===== src/rtl/clk_div_monitor.sv =====
// Measures period and high time of an asynchronous divided clock in clk cycles.
// Define CLK_DIV_MON_DUTY_EN to build the high-time counter; otherwise high_time is tied to 0.
module clk_div_monitor #(
    parameter int CW          = 16,
    parameter int SYNC_STAGES = 2
) (
    input  logic          clk,
    input  logic          reset,
    input  logic          div_in,
    input  logic          run,
    input  logic [CW-1:0] exp_period,
    output logic [CW-1:0] period,
    output logic [CW-1:0] high_time,
    output logic          valid,
    output logic          match,
    output logic          busy,
    output logic          timeout
);
    localparam logic [CW-1:0] ONE = CW'(1);

    typedef enum logic [1:0] {IDLE, ARM, MEASURE} state_t;

    state_t                 state, state_nxt;
    logic [SYNC_STAGES-1:0] sync;
    logic                   div_s, div_d, rise;
    logic [CW-1:0]          cnt, cnt_inc;
    logic                   sat;

    assign div_s   = sync[SYNC_STAGES-1];
    assign rise    = div_s & ~div_d;
    assign cnt_inc = cnt + ONE;
    assign sat     = &cnt;

    always_ff @(posedge clk) begin
        if (reset) begin
            sync  <= '0;
            div_d <= 1'b0;
        end else begin
            sync  <= {sync[SYNC_STAGES-2:0], div_in};
            div_d <= div_s;
        end
    end

    always_ff @(posedge clk) begin
        if (reset) state <= IDLE;
        else       state <= state_nxt;
    end

    always_comb begin
        state_nxt = state;
        case (state)
            IDLE:    if (run) state_nxt = ARM;
            ARM:     if (!run) state_nxt = IDLE;
                     else if (rise) state_nxt = MEASURE;
            MEASURE: if (!run) state_nxt = IDLE;
                     else if (!rise && sat) state_nxt = ARM;
            default: state_nxt = IDLE;
        endcase
    end

    always_comb begin
        busy = (state != IDLE);
    end

    // A rise always wins over saturation, so a period of exactly 2^CW completes (wrapping to 0).
    always_ff @(posedge clk) begin
        if (reset) begin
            cnt     <= '0;
            period  <= '0;
            match   <= 1'b0;
            valid   <= 1'b0;
            timeout <= 1'b0;
        end else begin
            valid <= 1'b0;
            case (state)
                IDLE: if (run) begin
                    cnt     <= '0;
                    timeout <= 1'b0;
                end
                ARM: if (run) begin
                    if (rise) cnt <= '0;
                    else if (sat) begin
                        cnt     <= '0;
                        timeout <= 1'b1;
                    end else cnt <= cnt_inc;
                end
                MEASURE: if (run) begin
                    if (rise) begin
                        period <= cnt_inc;
                        match  <= (cnt_inc == exp_period);
                        valid  <= 1'b1;
                        cnt    <= '0;
                    end else if (sat) begin
                        cnt     <= '0;
                        timeout <= 1'b1;
                    end else cnt <= cnt_inc;
                end
                default: ;
            endcase
        end
    end

`ifdef CLK_DIV_MON_DUTY_EN
    logic [CW-1:0] hcnt;

    // hcnt starts at 1 because the rise cycle itself is the first high cycle.
    always_ff @(posedge clk) begin
        if (reset) begin
            hcnt      <= '0;
            high_time <= '0;
        end else if (run && state != IDLE) begin
            if (rise) begin
                if (state == MEASURE) high_time <= hcnt;
                hcnt <= ONE;
            end else if (state == MEASURE && div_s && !sat) begin
                hcnt <= hcnt + ONE;
            end
        end
    end
`else
    assign high_time = '0;
`endif

endmodule


===== config.mk =====
export PLATFORM = sky130hd
export DESIGN_NAME = clk_div_monitor
export DESIGN_NICKNAME = d
export VERILOG_FILES = /design/src/rtl/clk_div_monitor.sv
export SDC_FILE = /design/constraint.sdc
export NUM_CORES = 1
export LEC_CHECK = 0
export ABC_AREA = 1
export CORE_MARGIN = 3
export CORE_UTILIZATION = 52
export CTS_BUF_LIST = sky130_fd_sc_hd__clkbuf_2 sky130_fd_sc_hd__clkbuf_4 sky130_fd_sc_hd__clkbuf_8
export DETAILED_ROUTE_END_ITERATION = 7
export HOLD_SLACK_MARGIN = 0.03
export PLACE_DENSITY = 0.79
export SYNTH_ARGS = -nofsm -noshare
export SYNTH_HDL_FRONTEND = slang
export SYNTH_SLANG_ARGS = --single-unit

===== constraint.sdc =====
create_clock -name clk -period 2.3 [get_ports clk]
set_clock_uncertainty 0.1 [all_clocks]
set_input_delay 0.345 -clock clk [delete_from_list [all_inputs] [get_ports clk]]
set_output_delay 0.345 -clock clk [all_outputs]
set_load 0.01 [all_outputs]

==> metrics.txt, run 1 <==
status=completed; RSZ-0062 raised after global routing=no; sequential area share after synthesis=31.7%; vias in the first global route=around 2300; Worst path slowest cell=dfxtp_1; Finished Cell Area=0.00304 mm²; Avg Inst Size Synth=between 6 and 7 µm²; Peak VDD IR=approximately 0.23 mV; via-per-instance ratio=approximately 5.0; Leak Pwr=~1.4 nW; CTS clk-pin slew, worst paths=approximately 80 ps; Hold Path End=sync[1]; htree depth=2; flops & latches, synth=40; required time worst endpoint=between 2000 and 2500 ps; Arr. time, crit path=about 2200 ps; Max Slew Vio Count=0; Remaining DRCs=0; post-place instance area=0.00293 mm²; most frequent cells in the layout=nand2_1, inv_1, nor2_1; post-route ant nets=0; Tmin final=approximately 2100 ps; worst path cell trace=ha_2, nand2_1, nor2_4, nand2_4, inv_2, nand3_2, inv_2, nand3_2, nand2_1, inv_2, nand3_1, a21oi_1; gr usage total=22.3%; Final HPWL DP=4510 µm; per-cell routed wire length=between 10 and 15 µm; CTS buffer count=5; Worst Hold Class=reg -> reg; largest net degree at the start of global routing=19; Die W=about 76 µm; Worst Reg2Reg Path Length in Cells=12; period utilization=89.7%; die extent in y=between 70 and 80 µm; flop-to-flop setup slack=between 200 and 250 ps; fmax=approximately 0.48 GHz; hold_buf cts=0; Core Box Area=~0.0045 mm²; Crit Path Max Fanout=13; first-pass GRT wire length=between 9000 and 10000 µm; share of cells above drive strength 1=between 7 and 8%; row count=24; # IOs=56; hold_sp=sync[0]; Inst Count DP=just over 500; Area growth syn-to-layout=20.4%; Hold Path Stages=2; initial antenna violation count=0; total power=between 1 and 1.5 mW; Hold Slack=314 ps; total gr overflow=0; fin cells=~510; most common cell type on the critical path=inv_2; die area=~0.0057 mm²; worst setup margin=about 240 ps; Routed WL=approximately 6000 µm; Clock Sinks=40; crit path capture type=flip-flop; Initial Util=between 50% and 60%; n_diodes=0; Util after Layout=about 67%; Syn Inst Count=between 400 and 500; startpoint types=flip-flop; worst r2r src=cnt[0]; drt first-iter violations=about 150; Nets=473; Max Root-Sink Buffers=2; via count=between 2000 and 3000; final hold viol count=0; gpl congestion=between 0.8 and 0.9; final setup fails=0; setup TNS=0 ps; Skew-Pair Late Insertion Delay=roughly 290 ps; Syn Std Cell Area=between 0.002 and 0.003 mm²; count of different cell masters after synthesis=29; Max-cap violations=0; Crit Path Category=reg -> reg; synth warn=0; DRT Pass-1 Iters=4; power density over cell area=482 mW/mm²; CTS tree=yes; r2r endpoint=cnt[4]; # port buffers=39; CP max stage delay=~410 ps; commonest non-fill, non-tap cell in the layout=nand2_1; Place WS=between 200 and 250 ps; clock root buffer=clkbuf_8
[synth_stat cells]
cell | instances | area share, %
o211ai_1 | 1 | 0.30
nor2_1 | 43 | 6.4
inv_1 | 60 | 8.9
nor2_4 | 2 | 0.89
o21a_1 | 1 | 0.30
buf_4 | 18 | 5.4
nand2_1 | 114 | 17
nand2_2 | 2 | 0.50
a21oi_1 | 24 | 4.8
dfxtp_1 | 40 | 32
xnor3_1 | 1 | 0.89
or2_2 | 1 | 0.25
conb_1 | 1 | 0.15
a31oi_1 | 1 | 0.25
nor3_1 | 2 | 0.40
o21bai_1 | 2 | 0.59
o21ai_2 | 1 | 0.35
o21ai_0 | 17 | 3.4
nand3_2 | 2 | 0.79
nand3_1 | 39 | 7.7
inv_2 | 5 | 0.74
clkbuf_1 | 8 | 1.2
nand2_4 | 1 | 0.45
nor2_2 | 5 | 1.2
ha_1 | 5 | 2.5
nand3b_1 | 2 | 0.59
nand4_1 | 7 | 1.7
xor2_1 | 1 | 0.35
o21ai_1 | 2 | 0.40
[layer usage]
| layer | track usage (%) | share of wire, % | vias up |
|---|---|---|---|
| li1 | - | - | 1322 |
| met1 | 29.7 | 46 | 1158 |
| met2 | 37.1 | 46 | 89 |
| met3 | 3.17 | 6.1 | 11 |
| met4 | 7.38 | 1.6 | 0 |
| met5 | 0 | 0 | - |
[worst max-delay path: cells and delay by family, from the launching register on]
kind / cells / cell delay, ps
AOI/OAI and AO/OA: 1 / 60
adders and majority gates: 1 / 250
buffers and inverters: 3 / 280
DFF: 1 / 410
and+or+nand+nor: 7 / 850
[area by class of cell]
class                           count  area, µm²
Fill cell                         432       1500
Multi-Input combinational cell    292       1370
Sequential cell                    40        801
Timing Repair Buffer               44        428
Inverter                           65        244
Tap cell                           65       81.3
Clock buffer                        6       76.3
Clock inverter                      2       35.0
[registers in the layout, summed over array words and instances (netlist names)]
register and flops:
sync 2, period 16, div_d 1, state 2
valid 1, cnt 16, match 1, timeout 1
[logic make-up after synthesis]
| logic type | after synthesis | share of synthesized area, % |
|---|---|---|
| AO/OA/AOI/OAI | 49 | 10.3 |
| XOR/XNOR | 2 | 1.24 |
| adder cells (fa/ha/maj) | 5 | 2.48 |
| buffers and inverters | 91 | 16.2 |
| flip-flops | 40 | 31.7 |
| other | 1 | 0.149 |
| AND/OR/NAND/NOR | 220 | 37.9 |
[how the worst max path moves through the flow]
| stage | start | endpoint | slack, ps | depth (start not counted) |
|---|---|---|---|---|
| 6_report | cnt[0] | cnt[4] | 240 | 12 |
| 5_1_grt | cnt[0] | state[0] | 40 | 13 |
| 4_1_cts | cnt[0] | cnt[4] | 220 | 12 |
| 3_5_place_dp | run | match | 230 | 11 |
| 3_3_place_gp | cnt[0] | cnt[4] | 260 | 12 |
| 2_1_floorplan | cnt[0] | cnt[13] | 460 | 13 |
[what timing repair did]
item                                    4_1_cts  5_1_grt
hold endpoints to repair                      0        0
resized for setup                             0        1
setup buffers                                 0        0
endpoints found under the setup margin        0        3
[where the power goes]
part	total (mW)	leakage (nW)	internal, mW	switching [mW]
logic	0.171	1.06	0.0720	0.0988
clock network	0.589	0.0586	0.334	0.255
registers	0.705	0.323	0.699	0.00613
Power figures use the tool's default switching activity.
==> run 2: changes to the inputs <==
--- a/config.mk
+++ b/config.mk
@@ -6,12 +6,11 @@
 export NUM_CORES = 1
 export LEC_CHECK = 0
 export ABC_AREA = 1
-export CORE_MARGIN = 3
 export CORE_UTILIZATION = 52
 export CTS_BUF_LIST = sky130_fd_sc_hd__clkbuf_2 sky130_fd_sc_hd__clkbuf_4 sky130_fd_sc_hd__clkbuf_8
 export DETAILED_ROUTE_END_ITERATION = 7
 export HOLD_SLACK_MARGIN = 0.03
-export PLACE_DENSITY = 0.79
+export PLACE_DENSITY_LB_ADDON = 0.2
 export SYNTH_ARGS = -nofsm -noshare
 export SYNTH_HDL_FRONTEND = slang
 export SYNTH_SLANG_ARGS = --single-unit
==> metrics.txt, run 2 (synthesis results as in run 1) <==
first-pass GRT wire length=9750 µm; fmax=0.474 GHz; required time worst endpoint=roughly 2400 ps; CTS buffer count=5; crit path capture type=flip-flop; Area growth syn-to-layout=20.5%; Peak VDD IR=0.247 mV; DRT Pass-1 Iters=4; Skew-Pair Late Insertion Delay=roughly 300 ps; # port buffers=39; CP max stage delay=410 ps; Core Box Area=between 0.004 and 0.005 mm²; Leak Pwr=roughly 1.4 nW; post-CTS sizing=0; most frequent cells in the layout=nand2_1, inv_1, nor2_1; die extent in y=approximately 72 µm; via count=2532; Crit Path Max Fanout=13; via-per-instance ratio=5.06; met3 Use GR=roughly 5.5%; Clock Sinks=40; die area=just over 0.005 mm²; startpoint types=flip-flop; row count=24; hold_buf cts=0; Worst path slowest cell=dfxtp_1; Place WS=roughly 230 ps; status=completed; Initial Util=about 56%; Max Slew Vio Count=0; met1 GRT Util=a little under a third; power density over cell area=501 mW/mm²; gpl congestion=0.887; Die W=a little over 70 µm; Remaining DRCs=0; commonest non-fill, non-tap cell in the layout=nand2_1; fill count=about 410; worst path cell trace=ha_2, nand2_1, nor2_4, nand2_4, inv_2, nand3_2, inv_2, nand3_2, nand2_1, inv_2, nand2_1, a21oi_1; postcts setup bufs=0; setup TNS=0 ps; final setup fails=0; Final HPWL DP=about 4300 µm; met2 usage=42.8%; n_diodes=0; Nets=roughly 470; period utilization=about nine tenths; gr usage total=between 20% and 30%; # IOs=between 50 and 60; drt first-iter violations=140; busiest grt layer=met2; worst setup margin=between 150 and 200 ps; Worst Hold Class=reg -> reg; per-cell routed wire length=11.8 µm; CTS clk-pin slew, worst paths=80 ps; Max-cap violations=0; critical path buffer and inverter count=3; largest net degree at the start of global routing=34; Max Root-Sink Buffers=2; total gr overflow=0; share of cells above drive strength 1=7.14%; htree depth=2; post-route ant nets=0; Largest regs=cnt (16), period (16); vias in the first global route=between 2000 and 2500; Routed WL=a little under 6000 µm; Util after Layout=approximately 68%; clock root buffer=clkbuf_8; initial antenna violation count=0; final hold viol count=0; CTS tree=yes; RSZ-0062 raised after global routing=no; Tmin final=roughly 2100 ps; Crit Path Category=reg -> reg; Hold Slack=around 300 ps; Arr. time, crit path=approximately 2200 ps; Crit path max-delay family=simple AND/OR/NAND/NOR gates
## run 2: metal layers
metal,vias to the layer above,share of wire (%)
li1,1314,-
met3,6,6.1
met5,-,0
met4,0,1.1
met2,77,49
met1,1135,44
## run 2: cell type report
cell class              count  area [µm²]  share of cell area (%)
well taps                  52        65.1                    2.14
clock buffers               7        96.3                    3.17
repair buffers             43         433                    14.2
multi-input cells         292        1370                    45.1
flip-flops and latches     40         801                    26.3
clock inverters             1        30.0                   0.987
inverters                  65         244                    8.02
## run 2: per-stage QoR
step	cell area, µm²	std cells	power (mW)
final	3040	500	1.52
after global routing	3040	500	1.58
after CTS	3040	500	1.53
after detailed placement	2910	492	0.892
after global placement	2910	492	0.890
after floorplan	2580	423	0.842
## run 2: path summary, 6_finish.rpt
check,startpoint,end,slack [ps],depth (start not counted)
worst max-delay path,cnt[0],cnt[10],190,12
worst min-delay path,sync[0],sync[1],300,2
worst min register to register,sync[0],sync[1],300,2
worst max register to register,cnt[0],cnt[10],190,12
## run 2: power by group
group | switching [mW] | total, mW | internal [mW]
Combinational | 0.100 | 0.174 | 0.0735
Clock | 0.262 | 0.645 | 0.383
Sequential | 0.00631 | 0.705 | 0.699
## run 2: worst min-delay path, cell delays in order (launching register included)
cell and delay (ps):
dfxtp_1 300, inv_1 40, nor2_1 30
==> run 3: changes to the inputs <==
--- a/config.mk
+++ b/config.mk
@@ -6,6 +6,7 @@
 export NUM_CORES = 1
 export LEC_CHECK = 0
 export ABC_AREA = 1
+export CAP_MARGIN = 20
 export CORE_UTILIZATION = 52
 export CTS_BUF_LIST = sky130_fd_sc_hd__clkbuf_2 sky130_fd_sc_hd__clkbuf_4 sky130_fd_sc_hd__clkbuf_8
 export DETAILED_ROUTE_END_ITERATION = 7
==> results of run 3 <==
Final layout, timing and power as in run 2 (identical DEF).
